File: config.mk
export PLATFORM = sky130hd
export DESIGN_NAME = exec_unit_p
export DESIGN_NICKNAME = d
export VERILOG_FILES = /design/src/rtl/exec_unit_p.sv
export SDC_FILE = /design/constraint.sdc
export NUM_CORES = 1
export LEC_CHECK = 0
export BUFFER_PORTS_ARGS = -buffer_cell sky130_fd_sc_hd__buf_2
export CAP_MARGIN = 25
export CORE_MARGIN = 8
export CORE_UTILIZATION = 55
export DETAILED_ROUTE_END_ITERATION = 8
export GPL_TIMING_DRIVEN = 0
export PLACE_DENSITY = 0.84
export SLEW_MARGIN = 20
export SYNTH_ARGS = -nofsm -noshare
export SYNTH_HDL_FRONTEND = slang
export SYNTH_SLANG_ARGS = --single-unit
File: constraint.sdc
create_clock -name clk -period 13.65 [get_ports clk]
set_input_delay 2.0475 -clock clk [delete_from_list [all_inputs] [get_ports clk]]
set_output_delay 2.0475 -clock clk [all_outputs]
set_load 0.02 [all_outputs]
File: src/rtl/exec_unit_p.sv
// exec_unit_p: single-issue execute unit with operand forwarding, a
// one-cycle ALU path and a multi-cycle restoring unsigned divider.
//
// Ports
//   clk, rst                 clock, synchronous active-high reset
//   stall                    downstream stall; result registers hold
//   in_valid / in_ready      operation handshake (in_ready = !stall && !div_busy)
//   op                       000 add, 001 sub, 010 and, 011 or, 100 xor,
//                            101 sll, 110 srl, 111 unsigned div
//   rs_data, rt_data         register-file operands A and B
//   fwd_rs_en/sel, fwd_rt_en/sel, fwd_data
//                            forwarding override of A / B from NUM_FWD sources
//   wdata_in                 store data carried alongside the result
//   out_valid                result registers hold a new result
//   alu_out, rem_out         result or quotient, remainder
//   wdata_out                store data that belongs to the result
//   div_busy                 divider is iterating or waiting to issue
//   div_by_zero              current result is a divide with B = 0
module exec_unit_p #(
   parameter int WIDTH   = 16,
   parameter int NUM_FWD = 4,
   localparam int SEL_W  = $clog2(NUM_FWD)
) (
   input  logic                     clk,
   input  logic                     rst,
   input  logic                     stall,
   input  logic                     in_valid,
   output logic                     in_ready,
   input  logic [2:0]               op,
   input  logic [WIDTH-1:0]         rs_data,
   input  logic [WIDTH-1:0]         rt_data,
   input  logic                     fwd_rs_en,
   input  logic                     fwd_rt_en,
   input  logic [SEL_W-1:0]         fwd_rs_sel,
   input  logic [SEL_W-1:0]         fwd_rt_sel,
   input  logic [NUM_FWD*WIDTH-1:0] fwd_data,
   input  logic [WIDTH-1:0]         wdata_in,
   output logic                     out_valid,
   output logic [WIDTH-1:0]         alu_out,
   output logic [WIDTH-1:0]         rem_out,
   output logic [WIDTH-1:0]         wdata_out,
   output logic                     div_busy,
   output logic                     div_by_zero
);

   localparam int SH_W  = $clog2(WIDTH);
   localparam int CNT_W = $clog2(WIDTH);

   localparam logic [2:0] OP_ADD = 3'b000;
   localparam logic [2:0] OP_SUB = 3'b001;
   localparam logic [2:0] OP_AND = 3'b010;
   localparam logic [2:0] OP_OR  = 3'b011;
   localparam logic [2:0] OP_XOR = 3'b100;
   localparam logic [2:0] OP_SLL = 3'b101;
   localparam logic [2:0] OP_SRL = 3'b110;
   localparam logic [2:0] OP_DIV = 3'b111;

   typedef enum logic [1:0] {IDLE, RUN, DONE} state_t;

   state_t             state, state_nxt;
   logic [CNT_W-1:0]   cnt;
   logic [WIDTH-1:0]   a, b, alu_res;
   logic               accept, is_div, div_start;
   logic [WIDTH-1:0]   quo_p1, rem_p1, dvs_p1, wdata_p1;

   // One restoring-division step: shift the next dividend bit into the
   // partial remainder, subtract the divisor, and keep the difference only
   // when it did not go negative. Returns {remainder, quotient}.
   function automatic logic [2*WIDTH-1:0] div_step(
      input logic [WIDTH-1:0] rem,
      input logic [WIDTH-1:0] quo,
      input logic [WIDTH-1:0] dvs
   );
      logic [WIDTH:0] shifted;
      logic [WIDTH:0] trial;
      shifted = {rem, quo[WIDTH-1]};
      trial   = shifted - {1'b0, dvs};
      if (trial[WIDTH])
         return {shifted[WIDTH-1:0], quo[WIDTH-2:0], 1'b0};
      else
         return {trial[WIDTH-1:0], quo[WIDTH-2:0], 1'b1};
   endfunction

   // Out-of-range select indices match no source and leave the register
   // operand in place.
   always_comb begin
      a = rs_data;
      b = rt_data;
      for (int k = 0; k < NUM_FWD; k++) begin
         if (fwd_rs_en && fwd_rs_sel == SEL_W'(k)) a = fwd_data[k*WIDTH +: WIDTH];
         if (fwd_rt_en && fwd_rt_sel == SEL_W'(k)) b = fwd_data[k*WIDTH +: WIDTH];
      end
   end

   always_comb begin
      alu_res = '0;
      case (op)
         OP_ADD:  alu_res = a + b;
         OP_SUB:  alu_res = a - b;
         OP_AND:  alu_res = a & b;
         OP_OR:   alu_res = a | b;
         OP_XOR:  alu_res = a ^ b;
         OP_SLL:  alu_res = a << b[SH_W-1:0];
         OP_SRL:  alu_res = a >> b[SH_W-1:0];
         default: alu_res = '0;
      endcase
   end

   assign div_busy  = !rst && (state != IDLE);
   assign in_ready  = !rst && !stall && !div_busy;
   assign accept    = in_valid && in_ready;
   assign is_div    = (op == OP_DIV);
   assign div_start = accept && is_div && (b != '0);

   always_ff @(posedge clk) begin
      if (rst) state <= IDLE;
      else     state <= state_nxt;
   end

   always_comb begin
      state_nxt = state;
      case (state)
         IDLE:    if (div_start) state_nxt = RUN;
         RUN:     if (cnt == CNT_W'(WIDTH-1)) state_nxt = DONE;
         DONE:    if (!stall) state_nxt = IDLE;
         default: state_nxt = IDLE;
      endcase
   end

   // Iteration counter runs 0..WIDTH-1 while in RUN; stall does not pause it.
   always_ff @(posedge clk) begin
      if (rst)               cnt <= '0;
      else if (state == RUN) cnt <= cnt + 1'b1;
      else                   cnt <= '0;
   end

   // ---- stage p1: divider operand latch and iteration ----
   // Left unreset: an aborted division is never issued, because the FSM
   // returns to IDLE and only DONE copies these into the outputs.
   always_ff @(posedge clk) begin
      if (div_start) begin
         quo_p1   <= a;
         rem_p1   <= '0;
         dvs_p1   <= b;
         wdata_p1 <= wdata_in;
      end else if (state == RUN) begin
         {rem_p1, quo_p1} <= div_step(rem_p1, quo_p1, dvs_p1);
      end
   end

   // ---- result registers ----
   // Accept only occurs in IDLE, so DONE issue and a new accept are exclusive.
   always_ff @(posedge clk) begin
      if (rst) begin
         alu_out     <= '0;
         rem_out     <= '0;
         wdata_out   <= '0;
         out_valid   <= 1'b0;
         div_by_zero <= 1'b0;
      end else if (!stall) begin
         if (state == DONE) begin
            alu_out     <= quo_p1;
            rem_out     <= rem_p1;
            wdata_out   <= wdata_p1;
            out_valid   <= 1'b1;
            div_by_zero <= 1'b0;
         end else if (accept && !is_div) begin
            alu_out     <= alu_res;
            rem_out     <= '0;
            wdata_out   <= wdata_in;
            out_valid   <= 1'b1;
            div_by_zero <= 1'b0;
         end else if (accept && b == '0) begin
            alu_out     <= '1;
            rem_out     <= a;
            wdata_out   <= wdata_in;
            out_valid   <= 1'b1;
            div_by_zero <= 1'b1;
         end else begin
            out_valid   <= 1'b0;
            div_by_zero <= 1'b0;
         end
      end
   end

endmodule

==> out/results.txt, run 1 <==
The flow ran to the end, and the final reports show no timing, DRC or antenna violations. The via count of the first global-routing pass is 10360, and the transition at the pin with the smallest max-transition slack is 1.089 ns. Clock latency on the worst-skew pair, taken at its later pin, is 0.42 ns.

The startpoint of the lowest-slack register-to-register path is quo_p1[15]. The tools report the data required time at the worst endpoint as 13.97 ns. The longest clock path from root to sink contains 2 buffers. Routability-driven placement finished with a final weighted congestion of 1.027. The first global-routing pass estimated 58280 um of wire.

The largest stage delay on the critical path was 0.68 ns; the maximum clock frequency was 138.9 MHz. The tools report the total number of H-tree levels as 4. By startpoint and endpoint, the worst setup path is classified as input port to flop. The Yosys step of the flow raised 0 warnings. For flop-to-flop paths, the worst setup slack is 9.92 ns. The synthesized design spends more area on one cell type than any other, namely sky130_fd_sc_hd__dfxtp_1. In the final timing run, aggregate negative setup slack is 0 ns.

Among all cell types in the netlist, the one instantiated most often is sky130_fd_sc_hd__nor2_1. The count of cells in the finished layout, fillers not included, comes to 1583. The count of final setup violators was 0. Setup repair after global routing left no endpoint under its margin. The tools report the final number of max-transition violations as 0. The number of nets in the synthesized netlist is 1340.

The die width came out at 150.6 um. The type of the worst min-delay path was flop to flop. The run gives 11780 um2 as the post-route cell area. The die covers 22670 um2.

The height of the die works out to 150.6 um. Following the worst setup path forward leads to its endpoint at alu_out[14]. The quantity of gates resized following cts is 0, and the cell area after placement is 11130 um2. In the routed design, unresolved DRC markers number 0.

Averaged over all synthesized cells, the footprint is 8.677 um2. 177 I/O pins were placed. In this run the clock root is driven by a sky130_fd_sc_hd__clkbuf_16. Total setup buffers inserted after CTS: 0.

For this run the aggregate overflow at the end of global routing stands at 0. Synthesis produced a netlist whose cell count is 1148. The final-report hold violation count was 0; the sum of buffers and inverters on the critical path was 4. The largest voltage drop on the vdd net is 0.1572 mV, and the top cell type's share of synthesized area is 14.47%. The run gives 10550 as the total vias in the final route. The synthesized netlist contains 71 unique library cells. TritonCTS built the clock tree. The predominant post-synthesis flop cell is sky130_fd_sc_hd__dfxtp_1. Dominant delay contributor by cell family on the critical path: compound AO/OA/AOI/OAI gates.

Entering global routing, the biggest net connects 18 pins. Traced cell by cell, the critical path runs through buf_2 -> clkbuf_1 -> mux2i_1 -> buf_4 -> clkbuf_1 -> ha_1 -> nor2_1 -> xnor2_1 -> ha_1 -> nor2b_1 -> o31a_1 -> o221a_2 -> o21ai_0 -> o21ai_0 -> a31o_2 -> a211o_1 -> a32o_1. Ranked by total cell area, the synthesized netlist is headed by sky130_fd_sc_hd__dfxtp_1, sky130_fd_sc_hd__edfxtp_1, sky130_fd_sc_hd__ha_1. Max-cap violations in this run came to 0. The number of port buffers is 171. STA classifies the critical path startpoint as an input port.

Once detail routing completed, the nets flagged for antenna violations numbered 0. The critical path depth came out at 17. The cell area that synthesis handed to floorplanning was 9961 um2. Wires add up to 38470 um. The cell count of the worst reg-to-reg path is 13. STA classifies the critical path endpoint as a flop. Clock-pin slew was measured on the worst setup and hold paths at 0.06 ns. By count the netlist is led by sky130_fd_sc_hd__nor2_1, sky130_fd_sc_hd__nand2_1, sky130_fd_sc_hd__dfxtp_1. For this run, asynchronously set or reset flops after synthesis account for 0%. The start point of the critical path was fwd_rt_en. After synthesis the netlist holds a flip-flop and latch count of 120. The tools report the utilization after layout as 66.00%. The run gives 0 as the number of antenna violations at the first check in global routing. The logs give 0.01057 ns for the worst clock skew and 1083 for the number of DRC markers after the initial detailed-route iteration. The share of the yosys chip area belonging to registers was 28.94%; the maximum fanout count along the critical path was 11. The starting density of the core is 55.83%.

The power density over the cells is 129.2 nW/um2. Global routing consumed, over all layers together, 33.52% of the routing resources. Share of layout cells above drive strength 1: 21.49%. 0 antenna diodes ended up in the layout.

The run gives 17840 um2 as the core footprint. The tools report the TritonCTS sink count as 120. The net count of the finished layout is 1533. The synthesized design contains 48 enable-type register cells.

After detailed routing, the number of vias per cell comes to 6.666. The number of buffers created by CTS came out at 17. The logs give 7.52 ns for the data arrival time of the worst path and 29730 um for the post-detailed-placement half-perimeter wirelength. The worst register-to-register path ends at rem_p1[8]. On the critical path, the stage with the largest delay is an instance of sky130_fd_sc_hd__mux2i_1.

For this design, the CTS-stage hold fixing added 0 buffers. For the finished layout, the period the worst path requires is 7.200 ns. The number of placed instances with taps included was 1551; the area growth from synthesis to layout was 18.21%.

Measured against its own limit, the worst slew margin works out to 27.39%. The final worst-path cycle share was 52.75%. The layout has 1487 filler cells. The row count is 49. Before antenna repair, the detailed router went through 8 iterations. In the final routed layout, each cell accounts on average for 24.30 um. For this design the static power due to leakage is 5.074 nW.
report_power, final:
group / total [W] / internal (W) / leakage [nW] / switching [W]
clock: 0.000483 / 0.000311 / 0.311 / 0.000172
sequential: 0.000438 / 0.000403 / 1.02 / 0.0000357
combinational: 0.000600 / 0.000241 / 3.74 / 0.000359
worst min path at each step:
| stage | from | endpoint | slack [ns] | depth (start not counted) |
|---|---|---|---|---|
| after global routing | alu_out[1] | alu_out[1] | 0.47 | 2 |
| final | alu_out[1] | alu_out[1] | 0.46 | 2 |
| after global placement | alu_out[1] | alu_out[1] | 0.44 | 2 |
| after detailed placement | alu_out[1] | alu_out[1] | 0.45 | 2 |
| after floorplan | cnt[0] | cnt[0] | 0.43 | 1 |
| after CTS | alu_out[1] | alu_out[1] | 0.45 | 2 |
logic make-up (layout without fill, tap and decap cells):
kind of cell / after synthesis / after routing / share of synthesized area [%]
simple gates: 369 / 369 / 16.78
compound gates: 314 / 314 / 21.32
buf+inv: 133 / 339 / 6.092
flops: 120 / 120 / 28.94
mux: 110 / 110 / 15.22
fa+ha+maj: 67 / 67 / 8.567
xor+xnor: 35 / 35 / 3.077
cell usage in the layout (no fill, tap or decap), types with 5 or more instances in the layout:
master and instances:
sky130_fd_sc_hd__nand3b_1 5, sky130_fd_sc_hd__buf_4 14, sky130_fd_sc_hd__a311oi_1 18, sky130_fd_sc_hd__nor2b_1 15, sky130_fd_sc_hd__nand4_1 7, sky130_fd_sc_hd__nand2b_1 11
sky130_fd_sc_hd__a21oi_1 60, sky130_fd_sc_hd__mux2i_1 64, sky130_fd_sc_hd__clkbuf_16 19, sky130_fd_sc_hd__dfxtp_1 72, sky130_fd_sc_hd__buf_1 5, sky130_fd_sc_hd__nor2_1 116
sky130_fd_sc_hd__a211oi_1 14, sky130_fd_sc_hd__nor3_1 44, sky130_fd_sc_hd__o211ai_1 15, sky130_fd_sc_hd__buf_2 190, sky130_fd_sc_hd__mux4_2 21, sky130_fd_sc_hd__ha_1 65
sky130_fd_sc_hd__xnor2_1 23, sky130_fd_sc_hd__inv_1 51, sky130_fd_sc_hd__xor2_1 12, sky130_fd_sc_hd__mux2_2 15, sky130_fd_sc_hd__o21a_1 12, sky130_fd_sc_hd__o221ai_1 6
sky130_fd_sc_hd__a21o_1 7, sky130_fd_sc_hd__o31ai_1 11, sky130_fd_sc_hd__and3_1 11, sky130_fd_sc_hd__or3_1 6, sky130_fd_sc_hd__a31oi_1 22, sky130_fd_sc_hd__a221oi_1 29
sky130_fd_sc_hd__o22ai_1 7, sky130_fd_sc_hd__clkbuf_1 39, sky130_fd_sc_hd__edfxtp_1 48, sky130_fd_sc_hd__mux4_1 7, sky130_fd_sc_hd__nand3_1 36, sky130_fd_sc_hd__nand2_1 104
sky130_fd_sc_hd__o21ai_0 70
flip-flops by register name (all words and copies together) (netlist names), 2 cells and up:
signal	flops
dvs_p1	16
state	2
rem_p1	16
wdata_p1	16
cnt	4
wdata_out	16
quo_p1	16
rem_out	16
alu_out	16
per-layer routing:
metal	GRT usage, %	vias to the layer above	wire length, um
met3	6.252	137	3686
met2	55.04	681	18030
met5	0	-	0
li1	-	4714	-
met4	18.75	0	2011
met1	40.80	5021	14740
per-stage QoR:
stage,total power [W],worst slack [ns],hold slack [ns]
2_1_floorplan,0.0008533,6.626,0.4319
3_3_place_gp,0.001008,4.746,0.4393
3_5_place_dp,0.001026,6.145,0.4452
4_1_cts,0.001507,6.571,0.4548
5_1_grt,0.001586,6.203,0.4747
6_report,0.001521,6.450,0.4555
final cells by class:
| cell class | instances | area (um2) | share of cell area (%) |
|---|---|---|---|
| clock buffer | 20 | 479.2 | 4.070 |
| clock inverter | 12 | 161.4 | 1.371 |
| multi-input combinational | 895 | 6476 | 55.00 |
| buffer | 78 | 400.4 | 3.400 |
| inverter | 55 | 206.4 | 1.753 |
| tap | 229 | 286.5 | 2.433 |
| sequential | 120 | 2883 | 24.48 |
| timing repair buffer | 174 | 882.1 | 7.491 |
worst reg2reg max path, cell delays in order (launching register included):
cell                       delay, ns
sky130_fd_sc_hd__edfxtp_1       0.35
sky130_fd_sc_hd__inv_1          0.11
sky130_fd_sc_hd__ha_1           0.23
sky130_fd_sc_hd__fa_1           0.24
sky130_fd_sc_hd__nor2b_1        0.07
sky130_fd_sc_hd__o31ai_1        0.42
sky130_fd_sc_hd__a21oi_1        0.13
sky130_fd_sc_hd__a41oi_1        0.39
sky130_fd_sc_hd__a211oi_1       0.13
sky130_fd_sc_hd__a211oi_1       0.20
sky130_fd_sc_hd__buf_2          0.33
sky130_fd_sc_hd__buf_1          0.58
sky130_fd_sc_hd__mux2i_1        0.29
sky130_fd_sc_hd__o21ai_0        0.10
Power figures use the tool's default switching activity.
==> inputs of run 2 (changes only) <==
ABC_AREA = 1   (was default)
PLACE_DENSITY = 0.83   (was 0.84)
clock period = 6.9 ns   (was 13.65 ns; I/O delays follow)
==> out/results.txt, run 2 <==
The data required time at the worst endpoint is 7.25 ns, and the top cell type's share of synthesized area is 15.99%. The share of the yosys chip area belonging to registers is 27.54%. The number of clock buffers added by TritonCTS is 17. In this run the most used layer during global routing was met2. The cell taking the most area after synthesis was sky130_fd_sc_hd__nand2_1.

The number of detailed-routing iterations run before antenna repair is 6. The core footprint was 18710 um2. The clock passes through at most 2 buffers. By area, the combinational part of the netlist is dominated by simple AND/OR/NAND/NOR gates.

After synthesis the cells add up to 10470 um2. The total vias in the final route was 12230. Entering global routing, the biggest net connects 33 pins.

Once the floorplan was initialized, standard cells occupied 55.97% of the core. The height of the die is 154.0 um. The count of different cell masters after synthesis is 53. Leaving out fill and tap cells, the most frequent cells in the layout are sky130_fd_sc_hd__nand2_1, sky130_fd_sc_hd__nand3_1, sky130_fd_sc_hd__buf_2. For the total setup buffers inserted after CTS, the log shows 0. Most frequently used cell type in the post-synthesis netlist: sky130_fd_sc_hd__nand2_1. The tools report the final-report hold violation count as 0. After detailed routing, the total wire length is 40890 um. At the pin with the least slew margin, the transition time is 0.9424 ns. Commonest non-fill, non-tap cell in the layout: sky130_fd_sc_hd__nand2_1.

The kind of cell with the highest combined delay along the critical path is simple AND/OR/NAND/NOR gates. The number of nets produced by synthesis is 1813. For this run, the top clock speed supported by timing is 180.6 MHz. The tools report the static power due to leakage as 6.079 nW.

The final antenna-violating net count is 0, and the ratio of routed vias to standard cells is 5.929. Among all flip-flop cells after synthesis, the most frequent one is sky130_fd_sc_hd__dfxtp_1. The sort of element at the start of the critical path is an input port. Once the clock tree was built, the resizer swapped 0 gates to a different size. The worst setup path is captured at a flop. Prior to clock tree synthesis, the placed netlist has a worst setup slack of 1.203 ns. Setup slack on the critical path of the routed design comes to 1.363 ns.

The tools report the global-route wire length before repair as 62970 um. In the synthesized netlist, the cells that appear most often are sky130_fd_sc_hd__nand2_1, sky130_fd_sc_hd__nand3_1, sky130_fd_sc_hd__inv_1. For the final number of max-transition violations, the log shows 0.

TritonCTS built the clock tree. For the data arrival time of the worst path, the log shows 5.89 ns. In this run the worst hold path is classified as flop to flop.

Averaged over all synthesized cells, the footprint is 6.458 um2. The count of buffers added on input and output ports is 174. On the worst path, the slowest cell contributes a delay of 0.45 ns.

The finished cells cover 12220 um2. Met2 usage in global routing: 55.90%. Number of DRC markers after the initial detailed-route iteration: 1175. The tools report the total of hold buffers inserted after clock tree synthesis as 0. The adder and majority cell fraction of the synthesized area is 8.151%, and the placer congestion estimate is 1.006.

The tools report the via count of the first global-routing pass as 11980. At the later pin of the worst-skew pair, clock insertion delay measures 0.42 ns. The Yosys step of the flow raised 0 warnings. Synthesis produced 1621 cells. The multiplexer fraction of the synthesized cell area came out at 0%. In the global route stage, overall resource usage came out at 33.56%. Together, buffers and inverters on the worst path number 5. From synthesis to final layout, the design area changed by 16.70%. The number of antenna violations at the first check in global routing was 3.

Across the routed clock network, the largest skew measured is 0.01037 ns. Once placement finished, the instance area stood at 11630 um2. The met3 global-route usage is 7.791%, and the share of the synthesized netlist area taken by xor and xnor gates is 2.594%.

CTS saw 120 sinks. Setup violations remaining at the end of the flow were counted as 0. The number of synthesized flops with an enable pin was 48; the simple logic cell fraction of the synthesized area was 37.04%. The cell with the biggest individual delay on the critical path is sky130_fd_sc_hd__nor3_1. Clock-pin slew was measured on the worst setup and hold paths at 0.07 ns. The number of nets in the layout is 2006, and the sum of overflow across all layers after global routing is 0. Synthesized flop and latch total: 120. The run finished with clean final reports. The routed design could run at a clock period as short as 5.537 ns.

Dividing total power by cell area gives a power density of 197.0 nW/um2. Counting flops with an async set or reset pin after synthesis yields a share of 0%. The type of the worst setup path was input port to flop. The DRC violation count after routing came out at 0.

The clock tree synthesis step divided the H-tree into 4 levels. After detailed routing, the average wire length per cell comes to 19.83 um. The number of I/O pins was 177; the post-route setup TNS was 0 ns. After legalization and detailed placement, the total HPWL measured 32080 um. In the global route stage, met1 resource usage came out at 38.60%. Summing the areas of all compound-gate instances in the mapped netlist gives 15.30% of the synthesized area. For the row count, the log shows 50.

Setup repair after global routing left no endpoint under its margin. The filler cells instantiated in the layout total 1741. Die area: 23710 um2. After synthesis, the cell types taking the most area are sky130_fd_sc_hd__nand2_1, sky130_fd_sc_hd__dfxtp_1, sky130_fd_sc_hd__edfxtp_1. The die width is 154.0 um. Max-cap violations in this run came to 0. Largest voltage drop on the vdd net: 0.1814 mV. The cell type with the highest occurrence count on the critical path was sky130_fd_sc_hd__nand2_1. In the final layout, the share of cells above drive strength 1 is 17.46%. Measured against its own limit, the worst slew margin works out to 36.69%. The maximum fanout count along the critical path was 12.

Of the available clock period, the critical path in the final layout requires 80.25%. The buffer type at the clock tree root is sky130_fd_sc_hd__clkbuf_16.
run 2: cell count changes after synthesis, moves of 18 or more:
cell	before	now
sky130_fd_sc_hd__nand2_1	104	446
sky130_fd_sc_hd__nand3_1	36	211
sky130_fd_sc_hd__inv_1	51	154
sky130_fd_sc_hd__mux2i_1	64	0
sky130_fd_sc_hd__a21oi_1	60	120
sky130_fd_sc_hd__nor3_1	45	16
sky130_fd_sc_hd__a221oi_1	29	8
sky130_fd_sc_hd__mux4_2	21	0
sky130_fd_sc_hd__nand2_2	0	21
sky130_fd_sc_hd__a31oi_1	22	2
sky130_fd_sc_hd__a311oi_1	18	0
run 2: report_power, final:
part           internal [W]  switching, W
registers          0.000752    0.00000932
clock network      0.000507      0.000374
logic              0.000236      0.000528
run 2: layout make-up:
cell class	count	area [um2]	area share, %
inverters	175	656.9	5.377
diodes	1	2.502	0.02048
plain buffers	65	325.3	2.663
clock buffers	19	464.2	3.800
multi-input cells	1261	6604	54.06
repair buffers	174	870.8	7.128
clock inverters	13	117.6	0.9627
flip-flops and latches	120	2883	23.60
well taps	234	292.8	2.397
run 2: kinds of logic after synthesis:
kind of cell    count (synthesis)
simple gates                  884
compound gates                279
buf+inv                       240
flops                         120
fa+ha+maj                      67
xor+xnor                       31
run 2: layer usage:
metal	up-vias	wire length [um]
met4	4	2470
met2	690	18870
li1	5786	-
met5	-	23
met1	5587	15550
met3	159	3974
run 2: path summary, 6_finish.rpt:
| path | from | to | slack (ns) | cells past startpoint |
|---|---|---|---|---|
| worst min register to register | alu_out[3] | alu_out[3] | 0.46 | 2 |
| worst max-delay path | fwd_rt_sel[1] | alu_out[13] | 1.36 | 28 |
| worst max register to register | state[1] | rem_p1[12] | 3.59 | 11 |
| worst min-delay path | alu_out[3] | alu_out[3] | 0.46 | 2 |
run 2: worst register-to-register path, stage by stage (launching register included):
cell                      delay [ns]
sky130_fd_sc_hd__dfxtp_1        0.33
sky130_fd_sc_hd__nor2_1         0.14
sky130_fd_sc_hd__nor2_1         0.07
sky130_fd_sc_hd__nor3_1         0.31
sky130_fd_sc_hd__nand2_1        0.26
sky130_fd_sc_hd__nor4_1         0.47
sky130_fd_sc_hd__nand2_2        0.23
sky130_fd_sc_hd__nand2_1        0.65
sky130_fd_sc_hd__inv_2          0.22
sky130_fd_sc_hd__buf_2          0.26
sky130_fd_sc_hd__a22oi_1        0.21
sky130_fd_sc_hd__inv_1          0.06
run 2: metrics by stage:
stage | total power, W | hold WS (ns) | utilization (%) | std cells
after floorplan | 0.001268 | 0.4176 | - | 1621
after global placement | 0.001506 | 0.4314 | 62.19 | 2029
after detailed placement | 0.001515 | 0.4452 | 62.19 | 2029
after CTS | 0.002383 | 0.4633 | 65.30 | 2061
after global routing | 0.002505 | 0.4798 | 65.31 | 2062
final | 0.002407 | 0.4590 | 65.31 | 2062
==> inputs of run 3 (changes only) <==
CORE_UTILIZATION = 53   (was 55)
PLACE_DENSITY = 0.84   (was 0.83)
clock period = 4.76 ns   (was 6.9 ns; I/O delays follow)
==> out/results.txt, run 3 (synthesized netlist as in run 2, its figures left out) <==
The flow ran to the end, and the final reports show no timing, DRC or antenna violations. TritonCTS built the clock tree. The starting density of the core is 53.97%, and the minimum setup slack among reg-to-reg paths is 1.42 ns. At the end of the flow, the number of nets in the layout was 2005.

Data on the critical path arrives at its endpoint at 4.91 ns. At the end of routability-driven placement, the weighted congestion stood at 1.045. At the worst endpoint, the required time is 5.05 ns. Summed over all nets, the half-perimeter wirelength after detailed placement is 30970 um.

The worst max-slew margin expressed relative to the limit is 32.33%. Across every metal layer, demand over resource in global routing totals 31.86%. The diode insertion count for antenna repair came out at 0. Leaving out fill and tap cells, the most frequent cells in the layout are sky130_fd_sc_hd__nand2_1, sky130_fd_sc_hd__nand3_1, sky130_fd_sc_hd__buf_2. The total detailed-routing wirelength came out at 39490 um. Leaving out fill and tap cells, the most frequent cell in the layout is sky130_fd_sc_hd__nand2_1. In this run the count of I/O pins placed on the die edge is 177. The clock reaches the later pin of the worst-skew pair after 0.42 ns. After global routing the overflow that remains totals 0.

The height of the die is 156.5 um, and the setup slack after layout is 0.1351 ns. The run gives 12240 as the total vias in the final route. The tools report the element type at the critical path end as a flop.

For the utilization after layout, the log shows 63.39%. The share of layout cells above drive strength 1 is 17.80%, and the number of buffers created by CTS is 17. The largest voltage drop on the vdd net came out at 0.2605 mV.

Final-report hold violation count: 0. Between clock sinks in the finished design, the worst skew comes to 0.007914 ns. The die is 156.5 um wide. The post-layout minimum cycle time is 4.625 ns, and the clock edge transition at the registers on the reported setup and hold paths is 0.06 ns. Number of detailed-routing iterations run before antenna repair: 7.

Once layout is complete, the cells apart from fillers number 2091. After clock tree synthesis, the setup repair step added 0 buffers. The run gives 0.4600 ns as the worst hold slack across all endpoints. At the placement stage, the worst setup path has a slack of -0.6343 ns. The tools report the maximum clock frequency as 216.2 MHz. The via count of the first global-routing pass is 11570, and the ratio of routed vias to standard cells is 5.854. Type of the worst min-delay path: flop to flop. The number of placed instances, taps included, is 2060. The count of final setup violators is 0.

In the finished design, the share of the clock period the worst path needs comes to 97.16%. The core region is 19400 um2. The floorplan step defined a die boundary enclosing 24510 um2. The clock net in this run drives a total of 120 sinks.

Type of the worst setup path: input port to flop. CTS placed an instance of sky130_fd_sc_hd__clkbuf_16 at the clock tree root. The total power draw is 0.003511 W, and the number of port buffers is 174. Entering global routing, the biggest net connects 33 pins.

The global-route wire length before repair was 61330 um. The clock tree synthesis step divided the H-tree into 4 levels. Across the run, the number of max-cap violations was 0.

Once detail routing completed, the nets flagged for antenna violations numbered 0. In this run the deepest clock path goes through 2 buffers. Sort of element at the start of the critical path: an input port. Setup repair after global routing left no endpoint under its margin.

The maximum fanout count along the critical path was 12. The row count was 51; the power density over the cells was 285.5 nW/um2. For this design the static power due to leakage is 6.085 nW.

The transition at the pin with the smallest max-transition slack was 1.007 ns. The first routing iteration left 1349 violations. The DRC violation count after routing came out at 0.

The final number of max-transition violations was 0; the post-detailed-route wirelength per cell was 18.88 um. The area growth from synthesis to layout is 17.46%. The tools report the number of antenna violations at the first check in global routing as 0.
==> run 3: worst paths after layout <==
| kind | startpoint | end | cells past startpoint |
|---|---|---|---|
| worst max-delay path | fwd_rt_sel[1] | alu_out[8] | 25 |
| worst min-delay path | wdata_out[2] | wdata_out[2] | 2 |
| worst max register to register | state[1] | rem_p1[14] | 11 |
| worst min register to register | wdata_out[2] | wdata_out[2] | 2 |
==> run 3: report_power, final <==
group / internal [W] / total (W) / switching (W)
logic: 0.000346 / 0.00111 / 0.000761
registers: 0.00109 / 0.00110 / 0.0000140
clock network: 0.000784 / 0.00130 / 0.000516
==> run 3: critical path: stages <==
cell and delay (ns):
sky130_fd_sc_hd__buf_2 0.14, sky130_fd_sc_hd__inv_2 0.12, sky130_fd_sc_hd__nand2_4 0.11, sky130_fd_sc_hd__buf_2 0.21, sky130_fd_sc_hd__nand2_1 0.09, sky130_fd_sc_hd__nand2_1 0.07
sky130_fd_sc_hd__nor2_1 0.11, sky130_fd_sc_hd__nor2_1 0.07, sky130_fd_sc_hd__nor2_4 0.18, sky130_fd_sc_hd__buf_4 0.27, sky130_fd_sc_hd__ha_1 0.20, sky130_fd_sc_hd__inv_1 0.06
sky130_fd_sc_hd__nor3_2 0.31, sky130_fd_sc_hd__or2_2 0.18, sky130_fd_sc_hd__xor2_1 0.06, sky130_fd_sc_hd__ha_1 0.36, sky130_fd_sc_hd__nand2_1 0.12, sky130_fd_sc_hd__nor3_1 0.24
sky130_fd_sc_hd__a21o_1 0.19, sky130_fd_sc_hd__xnor2_1 0.12, sky130_fd_sc_hd__nor2_1 0.08, sky130_fd_sc_hd__nor4_1 0.55, sky130_fd_sc_hd__nand3_1 0.19, sky130_fd_sc_hd__nand2_1 0.11
sky130_fd_sc_hd__a21oi_1 0.06
==> run 3: cell type report <==
class | count | area (um2)
Fill cell | 1823 | 7102
Multi-Input combinational cell | 1261 | 6639
Sequential cell | 120 | 2883
Timing Repair Buffer | 174 | 870.8
Inverter | 175 | 656.9
Clock buffer | 18 | 429.2
Tap cell | 265 | 331.6
Buffer | 64 | 324.1
Clock inverter | 14 | 162.7
==> run 3: timing repair <==
action,CTS,global route
endpoints found under the hold margin,0,0
pin swaps,0,0
setup endpoints to repair,6,9
resized for setup,2,10
hold buffers,0,0
==> run 3: through the flow <==
step	setup TNS, ns	instance area [um2]
2_1_floorplan	0	10470
3_3_place_gp	-4.137	11670
3_5_place_dp	-4.509	11670
4_1_cts	0	12260
5_1_grt	0	12300
6_report	0	12300
==> run 3: routing by layer <==
layer  GRT usage (%)  vias up  part of all wire (%)
li1                -     5788                     -
met3           6.371      150                    10
met1           38.20     5474                    38
met5               0        -                     0
met2           52.77      829                    46
met4           17.39        0                   5.6
